`src/rtl/z_core_reg_writeback.sv`:
```
// Writeback queue between the ALU/load units and the register file write port.
// Ports: clk, reset (async active-low); alu_*/mem_* valid/ready result inputs;
// rf_hold and rf_* drive the reg file write port; fwd_* give rs1/rs2 bypass
// from pending entries; count reports queue occupancy.
module z_core_reg_writeback #(
    parameter int XLEN  = 32,
    parameter int DEPTH = 2
) (
    input  logic                       clk,
    input  logic                       reset,
    input  logic                       alu_valid,
    output logic                       alu_ready,
    input  logic [4:0]                 alu_rd,
    input  logic [XLEN-1:0]            alu_data,
    input  logic                       mem_valid,
    output logic                       mem_ready,
    input  logic [4:0]                 mem_rd,
    input  logic [XLEN-1:0]            mem_data,
    input  logic                       rf_hold,
    output logic                       rf_write_enable,
    output logic [4:0]                 rf_rd,
    output logic [XLEN-1:0]            rf_rd_in,
    input  logic [4:0]                 fwd_rs1,
    input  logic [4:0]                 fwd_rs2,
    output logic                       fwd_rs1_hit,
    output logic [XLEN-1:0]            fwd_rs1_data,
    output logic                       fwd_rs2_hit,
    output logic [XLEN-1:0]            fwd_rs2_data,
    output logic [$clog2(DEPTH):0]     count
);

    localparam int PW = $clog2(DEPTH);
    localparam int CW = PW + 1;

    typedef enum logic {
        GRANT_ALU = 1'b0,
        GRANT_MEM = 1'b1
    } grant_e;

    logic [4:0]      rd_q   [DEPTH];
    logic [XLEN-1:0] data_q [DEPTH];
    logic [PW-1:0]   head_q, head_d;
    logic [PW-1:0]   tail_q, tail_d;
    logic [CW-1:0]   count_q, count_d;
    grant_e          last_q, last_d;

    logic            grant_mem;
    logic            grant_alu;
    logic            space;
    logic            accept;
    logic            push;
    logic            pop;
    logic [4:0]      sel_rd;
    logic [XLEN-1:0] sel_data;

    // Mem wins a tie unless it was the last source accepted.
    assign grant_mem = mem_valid && (!alu_valid || last_q == GRANT_ALU);
    assign grant_alu = alu_valid && !grant_mem;

    assign pop   = (count_q != '0) && !rf_hold;
    assign space = (count_q < CW'(DEPTH)) || pop;

    // Readies forced low while reset is asserted, even before the edge.
    assign alu_ready = reset && grant_alu && space;
    assign mem_ready = reset && grant_mem && space;

    assign accept   = (alu_valid && alu_ready) || (mem_valid && mem_ready);
    assign sel_rd   = grant_mem ? mem_rd : alu_rd;
    assign sel_data = grant_mem ? mem_data : alu_data;
    // Writes to x0 complete the handshake but are dropped.
    assign push     = accept && (sel_rd != 5'd0);

    assign rf_write_enable = pop;
    assign rf_rd           = pop ? rd_q[head_q] : 5'd0;
    assign rf_rd_in        = pop ? data_q[head_q] : '0;
    assign count           = count_q;

    always_comb begin
        head_d  = pop ? head_q + 1'b1 : head_q;
        tail_d  = push ? tail_q + 1'b1 : tail_q;
        count_d = count_q + CW'(push) - CW'(pop);
        last_d  = last_q;
        if (accept) begin
            last_d = grant_mem ? GRANT_MEM : GRANT_ALU;
        end
    end

    // Scan oldest to youngest so the youngest match wins.
    function automatic logic [XLEN:0] lookup(input logic [4:0] rs);
        logic [XLEN:0] r;
        logic [PW-1:0] idx;
        r = '0;
        for (int i = 0; i < DEPTH; i++) begin
            idx = head_q + PW'(i);
            if (rs != 5'd0 && CW'(i) < count_q && rd_q[idx] == rs) begin
                r = {1'b1, data_q[idx]};
            end
        end
        return r;
    endfunction

    always_comb begin
        {fwd_rs1_hit, fwd_rs1_data} = lookup(fwd_rs1);
        {fwd_rs2_hit, fwd_rs2_data} = lookup(fwd_rs2);
    end

    always_ff @(posedge clk or negedge reset) begin
        if (!reset) begin
            head_q  <= '0;
            tail_q  <= '0;
            count_q <= '0;
            last_q  <= GRANT_ALU;
            for (int i = 0; i < DEPTH; i++) begin
                rd_q[i]   <= 5'd0;
                data_q[i] <= '0;
            end
        end else begin
            head_q  <= head_d;
            tail_q  <= tail_d;
            count_q <= count_d;
            last_q  <= last_d;
            if (push) begin
                rd_q[tail_q]   <= sel_rd;
                data_q[tail_q] <= sel_data;
            end
        end
    end

endmodule

```
`config.mk`:
```
export PLATFORM = sky130hd
export DESIGN_NAME = z_core_reg_writeback
export DESIGN_NICKNAME = d
export VERILOG_FILES = /design/src/rtl/z_core_reg_writeback.sv
export SDC_FILE = /design/constraint.sdc
export NUM_CORES = 1
export LEC_CHECK = 0
export ABC_AREA = 1
export CAP_MARGIN = 20
export CORE_AREA = 5 5 132 159
export DETAILED_ROUTE_END_ITERATION = 7
export DIE_AREA = 0 0 137 164
export GPL_ROUTABILITY_DRIVEN = 0
export HOLD_SLACK_MARGIN = 0.1
export SYNTH_ARGS = -nofsm -noshare
export SYNTH_HDL_FRONTEND = slang
export SYNTH_SLANG_ARGS = --single-unit
```
`constraint.sdc`:
```
create_clock -name clk -period 2.05 [get_ports clk]
set_clock_uncertainty 0.15 [all_clocks]
set_input_delay 0.41 -clock clk [delete_from_list [all_inputs] [get_ports clk]]
set_output_delay 0.41 -clock clk [all_outputs]
set_load 0.02 [all_outputs]
```
# Yosys cells after proc, flatten, opt, wreduce, memory -nomap -nowiden
# Index checks and enable logic that the tools add are counted.
[totals]
reg_bits = 79
input_bits = 89
wordCells = 83
out_inout_bits = 108
[classes]
n_bitwise = 4
n_lt_le_gt_ge = 7
n_eq_ne = 4
n_addsub = 4
mux = 27
reduce_logical = 29
[op_table]
columns = ["operator", "n"]
rows = [
  ["$mux W32", 9],
  ["$mux W33", 4],
  ["$bwmux W64", 1],
  ["$mux W5", 9],
  ["$demux W32 S1", 1],
  ["$eq A5 B5 Y1", 4],
  ["$logic_and A1 B1 Y1", 19],
  ["$reduce_bool A5 Y1", 3],
  ["$bwmux W10", 1],
  ["$ge A2 B2 Y1 const B", 3],
  ["$not A1 Y2", 3],
  ["$demux W5 S1", 1],
  ["$lt A1 B2 Y1 const A", 2],
  ["$logic_not A1 Y1", 3],
  ["$logic_or A1 B1 Y1", 3],
  ["$add A1 B1 Y1 const B", 2],
  ["$add A2 B1 Y2", 1],
  ["$lt A2 B1 Y1 const B", 1],
  ["$lt A2 B2 Y1 const B", 1],
  ["$reduce_bool A2 Y1", 1],
  ["$sub A2 B1 Y2", 1],
  ["$mux W1", 1],
  ["$not A1 Y1", 1],
]

# Depth between registers and ports, before layout
# Gate-level depths: netlist of run 1.
[depth]
depth_word = 12
depth_mapped = 13
mapped_depth_nobuf = 12

# Worst setup path before layout of run 1
# No wires, ideal clock.
[synth_timing]
path_type = "register to output"
from = "register count_q[1], in the netlist count[1]"
to = "output rf_rd_in[10]"
required_time_ps = 1490
path_buffers = 1
arrival_time_ps = 1834
stages_incl_launch_ff = 7
setup_slack_ps = -344
cell_sequence = "dfrtp_1 or2_2 inv_1 nor2_1 inv_2 buf_1 nor2_1"
[synth_via]
elab_chain_cells = 3
[synth_rtl]
columns = ["item", "line_no", "source"]
rows = [
  ["start: declaration", "44", "logic [CW-1:0] count_q, count_d;"],
  ["start signal: assignment", "120", "count_q <= count_d;"],
  ["$reduce_bool A2 Y1", "60", "assign pop = (count_q != '0) && !rf_hold;"],
  ["$logic_and A1 B1 Y1", "60", ""],
  ["named net rf_write_enable", "20", "output logic rf_write_enable,"],
  ["$mux W32", "75", "assign rf_rd_in = pop ? data_q[head_q] : '0;"],
  ["end: declaration", "22", "output logic [XLEN-1:0] rf_rd_in,"],
]
# The timed path passes the listed nets, and every way through them passes these cells.

# Final worst setup path of run 1
[layout_timing]
from = "register head_q"
to = "output fwd_rs2_data[20]"
[layout_via]
elab_chain_cells = 8
word_cells_on_any_way = 21
cone_classes = "add/sub (1); eq/ne (2); mux (14); bitwise (2); reduce/logical (2)"
[layout_rtl]
columns = ["item", "line_no", "source"]
rows = [
  ["start: declaration", "42", "logic [PW-1:0] head_q, head_d;"],
  ["start signal: assignment", "109", "head_q <= '0;"],
  ["start signal: assignment", "118", "head_q <= head_d;"],
  ["$add A1 B1 Y1 or $not A1 Y2 (tied branches)", "94, 95, 96", ""],
  ["$not A1 Y2 (not written as such) or $mux W5 (tied branches)", "95, 96", ""],
  ["$mux W5 (not written as such) (2 in a row)", "95", "if (rs != 5'd0 && CW'(i) < count_q && rd_q[idx] == rs) begin"],
  ["$mux W5 (not written as such) or $eq A5 B5 Y1 (tied branches)", "95", ""],
  ["$eq A5 B5 Y1 or $logic_and A1 B1 Y1 (tied branches)", "95", ""],
  ["$logic_and A1 B1 Y1 or $mux W33 (tied branches)", "95", ""],
  ["$mux W33 (*)", "95", ""],
  ["end: declaration", "28", "output logic [XLEN-1:0] fwd_rs2_data,"],
]
# Mark *: on every way between the ends. The rest lies on a longest branch, timed or not. The select of a mux whose other input is x is not followed.

==> impl_metrics.json, run 1 <==
{
  "syn_area_um2": 6580,
  "stdcell_count": 1642,
  "io_pins": 197,
  "avgSynthCellArea_um2": 6.00,
  "met2_usage_pct": 32.1,
  "path_clk_slew_ns": 0.06,
  "ant_nets": 0,
  "slew_violations": 0,
  "fin_nets": 1467,
  "yosysWarningCount": 0,
  "p_leak_nw": 5.95,
  "ys_seq_elements": 79,
  "layout_setup_ws_ns": -0.708,
  "dr.first_iter.drc_count": 791,
  "irDropWorstVdd_uv": 730,
  "synthTopCellsByArea": "dfrtp_1 30%, nand2_1 25%, nand4_1 13%",
  "grt_pass1_vias": 7346,
  "grt_remaining_overflow": 0,
  "dp_hpwl_um": 18100,
  "hold_viol_final": 0,
  "required_ns": 1.49,
  "rsz0062_at_grt": "true",
  "endpoint_kind": "output port",
  "finalSetupViolations": 103,
  "netlist_instances": 1097,
  "synth_edf_count": 0,
  "slew_headroom_pct": 68.2,
  "worstSetupStartpointType": "flip-flop",
  "postPlaceCellArea_um2": 9570,
  "start_util_pct": 34.2,
  "stdcell_area_um2": 11900,
  "fin_crit_ns": 2.76,
  "cp_data_arrival_time_ns": 2.20,
  "tns_ns": -53.69,
  "path_max_fanout": 8,
  "drt_wl_total_um": 31200,
  "maxCapViolCount": 0,
  "yosysTopAreaCell": "dfrtp_1",
  "dp.cells": 1550,
  "htreeDepth": 3,
  "viasPerCell": 5.45,
  "tightest_slew_ns": 0.477,
  "chipWidth_um": 137,
  "antenna_found_initial": 0,
  "num_vias": 8948,
  "drc": 0,
  "ys_types": 24,
  "dr.pass1.iters": 6,
  "final_common_cell": "nand2_1",
  "grt_use_total_pct": 22.0,
  "die-area_um2": 22500,
  "synth_fp_nets": 1188,
  "gr-max-usage-layer": "met1",
  "synthFlopType": "dfrtp_1",
  "cts_buffers": 9,
  "wl_per_cell_um": 19.0,
  "fin_util_pct": 61.8,
  "status": "complete, but fails checks",
  "met3_usage_pct": 3.68,
  "cts_tree": "yes",
  "core_um2": 19300,
  "grt_max_degree": 80,
  "numPortBuffers": 196,
  "antenna_cells": 0,
  "path_class": "reg2out",
  "clkLatencyLatePin_ns": 0.33,
  "ys_seq_area_share_pct": 30.0,
  "synthDominantCellAreaShare_pct": 30.0,
  "async_flop_share_pct": 100,
  "syn2layout_area_growth_pct": 80.9,
  "cts_root_buffer": "clkbuf_16",
  "min_period_over_period_pct": 135,
  "most-common-layout-cells": "317 x nand2_1, 138 x nand4_1, 138 x buf_4, 108 x nand3_1, 90 x nand2_2",
  "p_per_area_nw_per_um2": 1480,
  "hp-class": "reg2reg",
  "use_met1_pct": 33.3,
  "failed_checks": "setup timing",
  "cts_buffer_depth": 2,
  "fmax_ghz": 0.363,
  "drive_above_1_share_pct": 37.6,
  "total_power_w": 0.0176,
  "die_height_um": 164,
  "clock_sinks": 79,
  "grt_pass1_wl_um": 39900,
  "rows": 56
}
## registers in the layout, summed over array words and instances (netlist names)
name	cells
count	2
head_q	1
tail_q	1
data_q	64
last_q	1
rd_q	10
## layout make-up
class                   count  area (um2)
clock buffers              11         243
clock inverters             5        81.3
fillers                  1673        7360
inverters                  92         355
multi-input cells         834        4930
flip-flops and latches     79        1980
well taps                 261         327
repair buffers            360        4000
## what timing repair did
item / CTS / global route
hold buffers: 0 / 1
setup buffers: 9 / 36
gates resized for setup: 497 / 369
hold endpoints to repair: 0 / 7
pin swaps: 8 / 54
cloned: 6 / 27
setup endpoints to repair: 183 / 184
## cells by family after synthesis
family / share of synthesized area [%]
AND/OR/NAND/NOR: 51.7
buffers and inverters: 12.0
flip-flops: 30.0
AO/OA/AOI/OAI: 5.45
XOR/XNOR: 0.399
adder cells (fa/ha/maj): 0.380
## metrics by stage
stage / setup slack [ns] / hold WS (ns)
3_5_place_dp: -0.990 / 0.309
5_1_grt: -0.791 / 0.340
4_1_cts: -0.602 / 0.237
2_1_floorplan: -0.0485 / -0.0356
6_report: -0.708 / 0.322
3_3_place_gp: -0.972 / 0.306
## routing by layer
layer / routed length (um) / part of all wire [%] / vias up
met5: 0 / 0 / -
met4: 1470 / 4.7 / 0
met3: 2930 / 9.4 / 99
met2: 14200 / 45 / 551
met1: 12600 / 41 / 4098
li1: - / - / 4200
## synthesized netlist by cell type, types with 7 or more instances
master	instances
nand2_1	431
o21ai_0	66
buf_4	10
nand4_1	138
dfrtp_1	79
nand3_1	131
clkbuf_1	32
nor2_2	7
buf_2	37
nor2_1	44
buf_1	11
inv_1	90
## critical path, stage by stage, from the launching register on
cell and delay (ns):
dfrtp_2 0.43, clkinv_4 0.13, buf_8 0.16, nand2_4 0.08, nand2_4 0.05, nand2_2 0.06
nand2_2 0.06, nor2_4 0.17, nand3_4 0.17, clkbuf_16 0.23, nand3_1 0.11, nand2_2 0.06
buf_4 0.15
## power by group
part / switching (W) / internal, W / leakage [nW] / total (W)
Combinational: 0.00742 / 0.00544 / 4.80 / 0.0129
Sequential: 0.000720 / 0.00227 / 0.988 / 0.00299
Clock: 0.000637 / 0.00110 / 0.156 / 0.00174
## worst paths after layout
check                                         to  slack, ns  cells past startpoint      start
worst max-delay path            fwd_rs2_data[20]      -0.71                     12     head_q
worst min-delay path                   data_q[9]       0.32                      2  data_q[9]
worst max register to register        data_q[11]       0.05                     10     last_q
worst min register to register         data_q[9]       0.32                      2  data_q[9]
max in group asynchronous                 head_q       0.75                      4      reset
min in group asynchronous               count[0]       0.42                      3      reset
Note: power is estimated with default switching activity, not from simulation.
==> inputs of run 2 (changes only) <==
- SLEW_MARGIN: default -> 20
==> run 2 against run 1 <==
Net effect:
- the run still ends with setup timing left
- sequential share of layout area rose by 0.061 points
- critical path type unchanged
- hold slack got worse by 0.25 ns
- final cell count fell by 0.18%
- worst setup slack improved by 0.0017 ns
- clock power barely moved
==> impl_metrics.json, run 2 (same netlist as run 1, synthesis figures left out) <==
{
  "clock_sinks": 79,
  "largest_register_ffs": 64,
  "maxCapViolCount": 0,
  "grt_remaining_overflow": 0,
  "r2r_setup_slack_ns": 0.06,
  "cts_root_buffer": "clkbuf_16",
  "total_power_w": 0.0176,
  "grt_max_degree": 80,
  "drive_above_1_share_pct": 37.4,
  "largest-register": "data_q",
  "p_per_area_nw_per_um2": 1480,
  "core_um2": 19300,
  "chipWidth_um": 137,
  "layout_setup_ws_ns": -0.707,
  "reg2reg_depth": 10,
  "cp_data_arrival_time_ns": 2.20,
  "grt_use_total_pct": 22.0,
  "path_cells": "clkinv_4, buf_8, nand2_4, nand2_4, nand2_2, nand2_2, nor2_4, nand3_4, clkbuf_16, nand3_1, nand2_2, buf_4",
  "grt_pass1_vias": 7346,
  "holdWs_ns": 0.0750,
  "antenna_found_initial": 0,
  "rsz0062_at_grt": "true",
  "pre_cts_slack_ns": -0.990,
  "stdcell_area_um2": 11900,
  "io_pins": 197,
  "drc": 0,
  "p_switching_w": 0.00877,
  "antenna_cells": 0,
  "ant_nets": 0,
  "p_seq_share_pct": 17.0,
  "dp_hpwl_um": 18100,
  "grt_pass1_wl_um": 39900,
  "startpoint": "head_q",
  "r2r_end": "count[1]",
  "r2r-start": "last_q",
  "hp-class": "in2async",
  "drt_wl_total_um": 31000,
  "min_period_over_period_pct": 134,
  "hold_viol_final": 0,
  "cts_buffer_depth": 2,
  "crit_top_cell": "nand2_2",
  "start_util_pct": 34.2,
  "syn2layout_area_growth_pct": 80.2,
  "numPortBuffers": 196,
  "failed_checks": "setup timing",
  "critPathMaxStageDelay_ns": 0.43,
  "fin_crit_ns": 2.76,
  "die_height_um": 164,
  "fillers": 1677,
  "path_class": "reg2out",
  "viasPerCell": 5.48,
  "path_buf_inv": 4,
  "postPlaceCellArea_um2": 9570,
  "num_vias": 8982,
  "path_clk_slew_ns": 0.06,
  "worstSetupStartpointType": "flip-flop",
  "htreeDepth": 3,
  "p_leak_nw": 5.93,
  "critical_path_depth": 12,
  "required_ns": 1.49,
  "status": "complete, but fails checks",
  "path_max_fanout": 8,
  "crit_family": "simple AND/OR/NAND/NOR gates",
  "endpoint_kind": "output port",
  "finalSetupViolations": 103,
  "slew_headroom_pct": 48.8,
  "p_sw_share_pct": 49.9,
  "postCtsHoldBufs": 0,
  "dr.pass1.iters": 7,
  "final_common_cell": "nand2_1",
  "cp_slowest_cell": "dfrtp_2",
  "irDropWorstVdd_uv": 730,
  "crit_end": "fwd_rs2_data[20]",
  "wl_per_cell_um": 18.9,
  "slew_violations": 0,
  "die-area_um2": 22500,
  "cts_tree": "yes",
  "dr.first_iter.drc_count": 860,
  "tightest_slew_ns": 0.768,
  "most-common-layout-cells": "318 x nand2_1, 138 x nand4_1, 138 x buf_4, 108 x nand3_1, 89 x nand2_2",
  "cts_buffers": 9,
  "clock_power_share_pct": 9.9,
  "clkLatencyLatePin_ns": 0.33,
  "fin_nets": 1464,
  "fmax_ghz": 0.363,
  "internal_power_w": 0.00880,
  "rows": 56,
  "p_comb_share_pct": 73.1
}
run 2: cell count changes in the layout (fill, tap and decap cells not counted), sizes merged:
cell / change
buf: -2
dlygate4sd3: -1
run 2: area by class of cell:
type                            instances  area (um2)  area share [%]
Clock buffer                           11         243            2.05
Clock inverter                          5        81.3           0.685
Inverter                               92         355            2.99
Multi-Input combinational cell        834        4930            41.5
Sequential cell                        79        1980            16.7
Tap cell                              261         327            2.75
Timing Repair Buffer                  357        3950            33.3
run 2: worst min path at each step:
stage / from / cells past startpoint / slack (ns) / to
after floorplan: reset / 0 / -0.04 / count[0]
after CTS: reset / 2 / 0.24 / last_q
after global routing: reset / 2 / 0.15 / rd_q[8]
after detailed placement: data_q[9] / 2 / 0.31 / data_q[9]
after global placement: data_q[21] / 2 / 0.31 / data_q[21]
final: reset / 2 / 0.08 / rd_q[8]
run 2: layer usage:
layer / track usage (%) / part of all wire, %
met1: 33.3 / 41
met2: 32.1 / 45
met3: 3.68 / 8.9
met4: 6.31 / 4.7
met5: 0 / 0
run 2: what timing repair did:
item                       CTS  global route
resized for setup          497           368
hold endpoints to repair     0             0
pin swaps                    8            54
setup endpoints to repair  183           184
buffers inserted             9            36
cloned                       6            26
run 2: per-stage QoR:
step | setup TNS (ns) | utilization [%] | cells
finish | -53.36 | 61.6 | 1639
global route | -61.47 | 61.6 | 1639
CTS | -59.81 | 52.3 | 1581
detailed placement | -116.10 | 49.7 | 1550
global placement | -113.61 | 49.7 | 1550
floorplan | -0.528 | - | 1097
run 2: power by group through the flow:
stage	Combinational [W]	Clock, W	Sequential (W)
final	0.0128	0.00174	0.00299
after global routing	0.0135	0.00183	0.00308
after CTS	0.00916	0.00175	0.00285
after detailed placement	0.00864	0	0.00284
after global placement	0.00861	0	0.00282
after floorplan	0.00515	0	0.00268
==> inputs of run 3 (changes only) <==
- CAP_MARGIN: 20 -> 15
- HOLD_SLACK_MARGIN: 0.1 -> 0.02
- TNS_END_PERCENT: default -> 10
==> run 3 against run 2 <==
Net effect:
- the run still ends with setup timing left
- flip-flop and latch count unchanged
- sequential share of layout area increased by 3.0 points
- clock power increased by 6%
- power decreased by 19%
- maximum frequency increased by 1.9%
- global-route usage decreased by 0.57 points
- critical path depth decreased by 2
- worst setup slack improved by 0.052 ns
==> impl_metrics.json, run 3 (same netlist as run 1, synthesis figures left out) <==
{
  "status": "complete, but fails checks",
  "failed_checks": "setup timing",
  "slew_violations": 0,
  "fin_nets": 1405,
  "multiInputGateArea_um2": 4130,
  "cts_buffers": 9,
  "layout_setup_ws_ns": -0.655,
  "numPortBuffers": 196,
  "grt_use_total_pct": 21.4,
  "required_ns": 1.49,
  "min_period_over_period_pct": 132,
  "pre_cts_slack_ns": -1.01,
  "dr.pass1.iters": 5,
  "hold_viol_final": 0,
  "stdcell_area_um2": 10000,
  "p_leak_nw": 5.30,
  "crit_top_cell": "nand2_1",
  "io_pins": 197,
  "holdWs_ns": 0.0574,
  "cts_buffer_depth": 2,
  "die-area_um2": 22500,
  "largest_register_ffs": 64,
  "finalSetupViolations": 103,
  "clock_sinks": 79,
  "postCtsHoldBufs": 0,
  "path_clk_slew_ns": 0.06,
  "dp_hpwl_um": 18300,
  "tns_ns": -48.99,
  "path_class": "reg2out",
  "cp_data_arrival_time_ns": 2.15,
  "path_max_fanout": 32,
  "p_per_area_nw_per_um2": 1410,
  "irDropWorstVdd_uv": 544,
  "p_seq_share_pct": 20.6,
  "p_sw_share_pct": 49.5,
  "hp-class": "in2async",
  "drive_above_1_share_pct": 22.4,
  "endpoint_kind": "output port",
  "tightest_slew_ns": 0.717,
  "path_buf_inv": 3,
  "stdcell_count": 1580,
  "num_vias": 8159,
  "grt_pass1_vias": 7205,
  "fin_crit_ns": 2.71,
  "grt_pass1_wl_um": 39000,
  "rsz0062_at_grt": "true",
  "final_common_cell": "nand2_1",
  "internal_power_w": 0.00717,
  "wl_per_cell_um": 15.9,
  "drt_wl_total_um": 25100,
  "worstSetupStartpointType": "flip-flop",
  "clock_power_share_pct": 13.0,
  "rows": 56,
  "path_cells": "buf_2, nand2_1, nand2_1, nand2_1, nand2_1, nor2_4, buf_12, nand4_1, nand2_1, buf_2",
  "core_um2": 19300,
  "postPlaceCellArea_um2": 9380,
  "antenna_found_initial": 0,
  "die_height_um": 164,
  "chipWidth_um": 137,
  "start_util_pct": 34.2,
  "htreeDepth": 3,
  "viasPerCell": 5.16,
  "p_switching_w": 0.00702,
  "ff_latch_area_um2": 1980,
  "cts_tree": "yes",
  "maxCapViolCount": 0,
  "clkLatencyLatePin_ns": 0.33,
  "cp_slowest_cell": "dfrtp_2",
  "antenna_cells": 0,
  "dp.cells": 1552,
  "slew_headroom_pct": 52.2,
  "crit_family": "simple AND/OR/NAND/NOR gates",
  "grt_remaining_overflow": 0,
  "drc": 0,
  "grt_max_degree": 80,
  "ant_nets": 0,
  "critPathMaxStageDelay_ns": 0.47,
  "cts_root_buffer": "clkbuf_16",
  "largest-register": "data_q",
  "fmax_ghz": 0.370,
  "most-common-layout-cells": "417 x nand2_1, 138 x nand4_1, 133 x buf_4, 126 x nand3_1, 88 x inv_1",
  "syn2layout_area_growth_pct": 52.5,
  "p_comb_share_pct": 66.4,
  "fillers": 1934,
  "dr.first_iter.drc_count": 941
}
[run 3: cell types whose count changed in the layout (fill, tap and decap cells not counted), moves of 11 or more]
cell / before / now
nand2_2: 89 / 13
nand2_1: 318 / 417
nor2_1: 7 / 21
nand3_1: 108 / 126
nor2_4: 29 / 12
nand3_2: 20 / 7
clkbuf_16: 27 / 9
nand2_4: 25 / 2
o21ai_0: 22 / 35
o21ai_4: 19 / 8
buf_6: 74 / 39
[run 3: power groups by stage]
stage	clock network (W)	logic [W]	registers, W
floorplan	0	0.00494	0.00268
global placement	0	0.00852	0.00286
detailed placement	0	0.00857	0.00288
CTS	0.00186	0.00885	0.00287
global route	0.00194	0.0103	0.00301
finish	0.00184	0.00943	0.00292
[run 3: final timing paths]
kind	from	endpoint	slack [ns]	cells after the start
setup / recovery	head_q	fwd_rs2_data[9]	-0.66	10
hold / removal	reset	rd_q[4]	0.06	2
setup reg to reg	last_q	count[1]	0.07	13
hold reg to reg	data_q[13]	data_q[13]	0.32	2
max in group asynchronous	reset	head_q	1.19	2
min in group clk	data_q[13]	data_q[13]	0.32	2
[run 3: cell type report]
cell class | instances | share of cell area (%)
Clock inverter | 5 | 1.05
Tap cell | 261 | 3.25
Timing Repair Buffer | 298 | 28.9
Multi-Input combinational cell | 834 | 41.1
Sequential cell | 79 | 19.7
Inverter | 92 | 3.52
Clock buffer | 11 | 2.42
[run 3: stage by stage]
stage / total power (W) / util, %
5_1_grt: 0.0152 / 52.1
3_5_place_dp: 0.0114 / 48.7
2_1_floorplan: 0.00762 / -
6_report: 0.0142 / 52.1
4_1_cts: 0.0136 / 50.9
3_3_place_gp: 0.0114 / 48.7
[run 3: layer usage]
layer,track usage (%),vias up,share of wire [%]
li1,-,4057,-
met1,32.7,3712,46
met2,32.1,361,45
met3,2.67,29,7.4
met4,5.22,0,1.4
met5,0,-,0
[run 3: timing repair]
action | CTS | global route
resized for setup | 418 | 215
cloned | 3 | 1
endpoints found under the setup margin | 183 | 183
pin swaps | 3 | 22
setup buffers | 5 | 3
